$ cat config.mk
export PLATFORM = sky130hd
export DESIGN_NAME = dmem_arbiter
export DESIGN_NICKNAME = d
export VERILOG_FILES = /design/src/rtl/dmem_arbiter.sv
export SDC_FILE = /design/constraint.sdc
export NUM_CORES = 1
export LEC_CHECK = 0
export ABC_AREA = 1
export CORE_AREA = 10 10 129 131
export CTS_BUF_LIST = sky130_fd_sc_hd__clkbuf_8
export DETAILED_ROUTE_END_ITERATION = 8
export DIE_AREA = 0 0 139 141
export PLACE_DENSITY_LB_ADDON = 0.2
export SYNTH_ARGS = -nofsm -noshare
export SYNTH_HDL_FRONTEND = slang
export SYNTH_SLANG_ARGS = --single-unit
$ cat constraint.sdc
create_clock -name Clock -period 2.3 [get_ports Clock]
set_input_delay 0.46 -clock Clock [delete_from_list [all_inputs] [get_ports Clock]]
set_output_delay 0.46 -clock Clock [all_outputs]
set_load 0.005 [all_outputs]
$ cat src/rtl/dmem_arbiter.sv
// Two-requester arbiter for the single-ported data memory: per-beat grant with
// ownership and a bounded hold, plus a one-deep tag steering read returns.
module dmem_arbiter #(
    parameter int ADDR_W   = 8,
    parameter int DATA_W   = 64,
    parameter int HOLD_MAX = 4
) (
    input  logic              Clock,
    input  logic              Reset,
    input  logic              C_Req,
    input  logic              C_WrEn,
    input  logic [ADDR_W-1:0] C_Addr,
    input  logic [DATA_W-1:0] C_WrData,
    output logic              C_Gnt,
    output logic              C_RdVld,
    input  logic              N_Req,
    input  logic              N_WrEn,
    input  logic [ADDR_W-1:0] N_Addr,
    input  logic [DATA_W-1:0] N_WrData,
    output logic              N_Gnt,
    output logic              N_RdVld,
    output logic [DATA_W-1:0] Rd_Data,
    output logic [ADDR_W-1:0] Mem_Addr,
    output logic [DATA_W-1:0] Mem_WrData,
    output logic              DmemEn,
    output logic              DmemWrEn,
    input  logic [DATA_W-1:0] Mem_RdData
);

    typedef enum logic [1:0] {IDLE, C_OWN, N_OWN} state_t;

    localparam int CNT_W = (HOLD_MAX > 1) ? $clog2(HOLD_MAX) : 1;
    localparam logic [CNT_W-1:0] CNT_LAST = CNT_W'(HOLD_MAX - 1);

    state_t           state_q, state_d;
    logic [CNT_W-1:0] cnt_q, cnt_d;
    logic             last_n_q, last_n_d;   // 1: N was the last owner
    logic             tag_vld_q, tag_vld_d;
    logic             tag_n_q, tag_n_d;
    logic             c_gnt, n_gnt;

    always_comb begin
        state_d  = state_q;
        cnt_d    = cnt_q;
        last_n_d = last_n_q;
        c_gnt    = 1'b0;
        n_gnt    = 1'b0;
        case (state_q)
            IDLE: begin
                if (C_Req && (!N_Req || last_n_q)) begin
                    c_gnt   = 1'b1;
                    state_d = C_OWN;
                    cnt_d   = '0;
                end else if (N_Req) begin
                    n_gnt   = 1'b1;
                    state_d = N_OWN;
                    cnt_d   = '0;
                end
            end
            C_OWN: begin
                // cnt counts beats C kept the port while N was waiting
                if (C_Req && (!N_Req || cnt_q != CNT_LAST)) begin
                    c_gnt = 1'b1;
                    cnt_d = N_Req ? cnt_q + CNT_W'(1) : '0;
                end else if (N_Req) begin
                    n_gnt    = 1'b1;
                    state_d  = N_OWN;
                    cnt_d    = '0;
                    last_n_d = 1'b0;
                end else begin
                    state_d  = IDLE;
                    cnt_d    = '0;
                    last_n_d = 1'b0;
                end
            end
            N_OWN: begin
                if (N_Req && (!C_Req || cnt_q != CNT_LAST)) begin
                    n_gnt = 1'b1;
                    cnt_d = C_Req ? cnt_q + CNT_W'(1) : '0;
                end else if (C_Req) begin
                    c_gnt    = 1'b1;
                    state_d  = C_OWN;
                    cnt_d    = '0;
                    last_n_d = 1'b1;
                end else begin
                    state_d  = IDLE;
                    cnt_d    = '0;
                    last_n_d = 1'b1;
                end
            end
            default: begin
                state_d = IDLE;
                cnt_d   = '0;
            end
        endcase
        // Nothing is granted while reset is held, whatever the request levels.
        if (Reset) begin
            c_gnt = 1'b0;
            n_gnt = 1'b0;
        end
        tag_vld_d = (c_gnt && !C_WrEn) || (n_gnt && !N_WrEn);
        tag_n_d   = n_gnt;
    end

    always_ff @(posedge Clock) begin
        if (Reset) begin
            state_q   <= IDLE;
            cnt_q     <= '0;
            last_n_q  <= 1'b1;
            tag_vld_q <= 1'b0;
            tag_n_q   <= 1'b0;
        end else begin
            state_q   <= state_d;
            cnt_q     <= cnt_d;
            last_n_q  <= last_n_d;
            tag_vld_q <= tag_vld_d;
            tag_n_q   <= tag_n_d;
        end
    end

    assign C_Gnt      = c_gnt;
    assign N_Gnt      = n_gnt;
    assign DmemEn     = c_gnt | n_gnt;
    assign DmemWrEn   = (c_gnt & C_WrEn) | (n_gnt & N_WrEn);
    assign Mem_Addr   = c_gnt ? C_Addr   : (n_gnt ? N_Addr   : '0);
    assign Mem_WrData = c_gnt ? C_WrData : (n_gnt ? N_WrData : '0);

    // A return that lands on a reset cycle is suppressed along with everything else.
    assign C_RdVld = !Reset && tag_vld_q && !tag_n_q;
    assign N_RdVld = !Reset && tag_vld_q &&  tag_n_q;
    assign Rd_Data = (!Reset && tag_vld_q) ? Mem_RdData : '0;

endmodule

# Word-level counts from Yosys, hierarchy flattened
# Cells that the tools add are included.
# Widths: inputs -> output; s select.
[word_totals] register_bits=7 word_cells=72
[classes] muxes=34 n_reduce_logical=22 eq_ne=6 n_bitwise=4 n_addsub=1
[ops] operator="$mux 64" count=3
[ops] operator="$mux 2" count=11
[ops] operator="$mux 8" count=2
[ops] operator="$mux 1" count=13
[ops] operator="$pmux 2 s3" count=2
[ops] operator="$logic_and 1x1->1" count=8
[ops] operator="$logic_not 1->1" count=6
[ops] operator="$ne 2x2->1 const B" count=3
[ops] operator="$pmux 1 s3" count=2
[ops] operator="$reduce_and 3->1" count=2
[ops] operator="$logic_or 1x1->1" count=4
[ops] operator="$ne 3x3->1 const B" count=1
[ops] operator="$add 2x1->2 const B" count=1
[ops] operator="$and 1x1->1" count=2
[ops] operator="$eq 2x1->1 const B" count=1
[ops] operator="$eq 2x2->1 const B" count=1
[ops] operator="$logic_not 2->1" count=1
[ops] operator="$or 1x1->1" count=2
[ops] operator="$pmux 1 s2" count=1
[ops] operator="$reduce_bool 2->1" count=1

# Depth between registers and ports, before layout
[depth] ltp_word=8 ltp_mapped=12 depth_no_buf=10

# Least setup slack after synthesis
# Ideal clock, no wire load.
[synth_timing] kind="register to output" from="reg state_q[0]" to="out Mem_WrData[10]" arrival_time_ps=1405 required_ps=1840 path_stages_with_launch=13 setup_slack_ps=435 cell_sequence="dfxtp_1 -> inv_1 -> ha_1 -> nand2_1 -> inv_2 -> nand2_2 -> nand3_4 -> nand2_4 -> inv_4 -> buf_12 -> buf_12 -> nand2_2 -> nand2_1"
[synth_between] elab_chain_cells=5
[synth_lines] element="start: declaration" line="35" source="state_t state_q, state_d;"
[synth_lines] element="start signal: assignment" line="113" source="state_q <= state_d;"
[synth_lines] element="$eq 2x2->1, or another cell as far along" line="48" source="case (state_q)"
[synth_lines] element="$pmux 1 s3" line="48"
[synth_lines] element="$mux 1" line="97" source="if (Reset) begin"
[synth_lines] element="$mux 64" line="126" source="assign Mem_WrData = c_gnt ? C_WrData : (n_gnt ? N_WrData : '0);"
[synth_lines] element="$mux 64 *" line="126"
[synth_lines] element="end: declaration" line="24" source="output logic [DATA_W-1:0] Mem_WrData,"
# Every way passes the cells marked *; elsewhere a longest branch is shown, timed or not.

# Worst setup path in the final report
[layout_timing] from="reg state_q[0]" to="out Mem_WrData[41]"
# Same word-level chain as after synthesis.

==> reports/summary.log <==
[clocking] clock tree from TritonCTS yes
[synth] yosys synthesis warning count 0
[grt] grt ovf 0
[timing] portion of the clock cycle consumed by the worst path in the final layout 102.7%
[synth] post-synthesis instance area 2436 um2
[synth] most numerous cell types in the synthesized netlist 124 x sky130_fd_sc_hd__nand2_1, 80 x sky130_fd_sc_hd__inv_1, 72 x sky130_fd_sc_hd__nand4_1, 72 x sky130_fd_sc_hd__nor2_1, 54 x sky130_fd_sc_hd__nand2_2
[critical_path] peak fanout along the critical path 6
[critical_path] endpoint arrival time on the critical path 1.90 ns
[synth] nets in the synthesized netlist 691
[placed_design] total instance count after detailed placement 1,024
[grt] first-pass GRT wire length 29,280 um
[placed_design] final estimated routing congestion in global placement 0.8532
[drt] 1st-pass router iterations 6
[status] outcome finished with violations
[status] violated checks negative setup slack
[clocking] clock root buffer sky130_fd_sc_hd__clkbuf_8
[drt] DRC errors left 0
[timing] setup TNS after final layout -0.3431 ns
[power_and_ir_drop] total leakage power 0.004175 uW
[timing] worst hold slack 0.4900 ns
[min_path] class of the tightest hold or removal check reg -> reg
[die] die outline height 141 um
[grt] vias in the first global route 4,938
[die] starting utilization of the core area 17.15%
[finish] Total Nets Final 1,130
[die] area enclosed by the die boundary 19,600 um2
[synth] most numerous cell in the Yosys netlist sky130_fd_sc_hd__nand2_1
[finish] Filler cells 1,468
[critical_path] CP Class reg -> out
[clocking] clock insertion delay at the later pin of the skew report 0.24 ns
[grt] pin count of the biggest net entering global routing 28
[die] core area 14,200 um2
[finish] final standard cell count with taps included and fillers excluded 1,094
[die] floorplan row count 44
[critical_path] reg2reg setup slack 0.76 ns
[clocking] clk buf depth 2
[drt] wirelength, routed 20,150 um
[drt] total via count after detailed routing 4,741
[synth] biggest area contributors in the synthesized netlist sky130_fd_sc_hd__nand2_1 19%, sky130_fd_sc_hd__nand4_1 18%, sky130_fd_sc_hd__nand2_2 14%
[clocking] CTS HTree Levels 1
[die] die span in x 139 um
[clocking] number of hold buffers added after CTS 0
[drt] post-detailed-route wirelength per cell 18.41 um
[timing] Worst-Margin Slew 0.3084 ns
[timing] unrepaired setup endpoints after global routing yes
[timing] upper clock frequency limit 0.4233 GHz
[timing] Min Clock Period, post-route 2.362 ns
[timing] worst max-slew margin expressed relative to the limit 79.39%
[synth] count of unique library cells instantiated by Yosys 23
[finish] antenna cell count 0
[finish] fraction of the core area covered by cells at the end of the flow 51.47%
[synth] Synth top area share 19.11%
[timing] Worst Skew 0.006516 ns
[run] total of max-cap violations 0
[critical_path] sort of element at the start of the critical path flip-flop
[finish] fraction of final layout cells sized beyond drive strength 1 30.77%
[placed_design] Placed Instance Area 6505 um2
[synth] async set or reset register ratio after synthesis 0%
[timing] Finish-stage setup viols 11
[clocking] number of buffers added by the clock tree synthesis step 3
[finish] Register Area 150.1 um2
[clocking] CTS sink cnt 7
[drt] number of nets with antenna violations after routing 0
[synth] Post-Synthesis Mean Instance Area 5.161 um2
[die] number of top-level design ports 356
[synth] proportion of synthesized chip area in sequential cells 5.752%
[critical_path] required time of the worst setup path 1.84 ns
[timing] number of hold violations in the final report 0
[timing] max-slew violation count 0
[synth] number of synthesized flops with an enable pin 0
[synth] cell type with the largest total area after synthesis sky130_fd_sc_hd__nand2_1
[finish] Area Growth Syn to Fin 200.1%
[power_and_ir_drop] worst vdd rail ir drop 0.0004110 V
[power_and_ir_drop] power density of the placed cells 745.2 nW/um2
[finish] Design Area, Final 7311 um2
[grt] number of antenna violations at the first check in global routing 0
[synth] top_reg_cell synth sky130_fd_sc_hd__dfxtp_1
[critical_path] CP Capture Type primary output
[finish] combined area of the multi-input logic cells 1854 um2
[drt] DRC violation total after the first TritonRoute iteration 131
[synth] total of flip-flops plus latches after synthesis 7
[timing] worst setup slack after layout -0.06231 ns
[placed_design] count of port buffers added during placement 355
[placed_design] Final HPWL DP 15,330 um
[drt] average via count per standard cell 4.334
[clocking] clock edge transition at the registers on the reported setup and hold paths 0.05 ns
[synth] number of cells produced by synthesis 472
[grt] global-route usage over all layers 18.42%
## cell families (layout without fill, tap and decap cells)
logic type                 count (synthesis)  count (layout)  share of synthesized area, %
adders and majority gates                  5               5                         2.568
AOI/OAI and AO/OA                          7               7                         1.592
buffers and inverters                    121             559                         23.99
DFF                                        7               7                         5.752
and+or+nand+nor                          332             332                         66.10
## final cells by class
| cell class | instances | share of cell area, % |
|---|---|---|
| repair buffers | 472 | 64.33 |
| well taps | 184 | 3.149 |
| multi-input cells | 344 | 25.36 |
| inverters | 83 | 4.467 |
| flip-flops and latches | 7 | 2.054 |
| clock buffers | 3 | 0.5648 |
| clock inverters | 1 | 0.06846 |
## routing by layer
metal	part of all wire [%]	global-route usage [%]	vias up
li1	-	-	2353
met1	40	20.13	2129
met4	1.4	3.075	0
met3	8.0	5.946	20
met5	0	0	-
met2	51	34.27	239
## worst paths after layout
path | cells past startpoint | startpoint | to
worst min register to register | 2 | cnt_q[1] | cnt_q[1]
worst max-delay path | 13 | state_q[0] | Mem_WrData[41]
worst max register to register | 12 | state_q[0] | tag_vld_q
worst min-delay path | 2 | cnt_q[1] | cnt_q[1]
## what timing repair did
item | in CTS | in global routing
setup buffers | 46 | 11
setup endpoints to repair | 142 | 76
resized for setup | 448 | 37
gates cloned | 13 | 5
pin swaps | 50 | 57
## critical path, cell delays in order, from the launching register on
cell,delay [ns]
sky130_fd_sc_hd__dfxtp_4,0.35
sky130_fd_sc_hd__buf_6,0.12
sky130_fd_sc_hd__ha_4,0.17
sky130_fd_sc_hd__nand2_4,0.08
sky130_fd_sc_hd__inv_2,0.04
sky130_fd_sc_hd__nand2_4,0.06
sky130_fd_sc_hd__nand3_4,0.07
sky130_fd_sc_hd__buf_12,0.16
sky130_fd_sc_hd__buf_8,0.13
sky130_fd_sc_hd__buf_6,0.11
sky130_fd_sc_hd__buf_6,0.11
sky130_fd_sc_hd__nand4_1,0.07
sky130_fd_sc_hd__nand2_1,0.06
sky130_fd_sc_hd__buf_2,0.12
## metrics by stage
step           power [uW]  setup WS, ns
5_1_grt              5833       -0.1362
2_1_floorplan        1720        0.4353
6_report             5448      -0.06231
3_3_place_gp         3929       -0.7131
3_5_place_dp         3958       -0.7297
4_1_cts              5183      -0.09243
## cell usage in the layout (no fill, tap or decap), drive strengths merged
| cell type | synthesis | routed |
|---|---|---|
| nand3 | 8 | 8 |
| dlymetal6s2s | 0 | 3 |
| nand4 | 72 | 72 |
| a21oi | 3 | 3 |
| clkdlybuf4s50 | 0 | 211 |
| clkbuf | 9 | 8 |
| bufbuf | 0 | 2 |
| nor2 | 72 | 72 |
| nor3b | 1 | 1 |
| inv | 83 | 83 |
| o211ai | 1 | 1 |
| o22ai | 1 | 1 |
| ha | 5 | 5 |
| dlygate4sd2 | 0 | 66 |
| buf | 29 | 185 |
| nand2 | 179 | 179 |
| clkinv | 0 | 1 |
| dfxtp | 7 | 7 |
| o21ai | 2 | 2 |
## sequential cells by signal, indices dropped and copies added (netlist names)
| register | count |
|---|---|
| tag_vld_q | 1 |
| cnt_q | 2 |
| last_n_q | 1 |
| state_q | 2 |
| tag_n_q | 1 |
## report_power, final
group          internal, uW  switching (uW)
Sequential              166            44.7
Clock                   118            66.7
Combinational          2910            2140
Total                  3190            2260
Note: power is estimated with default switching activity, not from simulation.
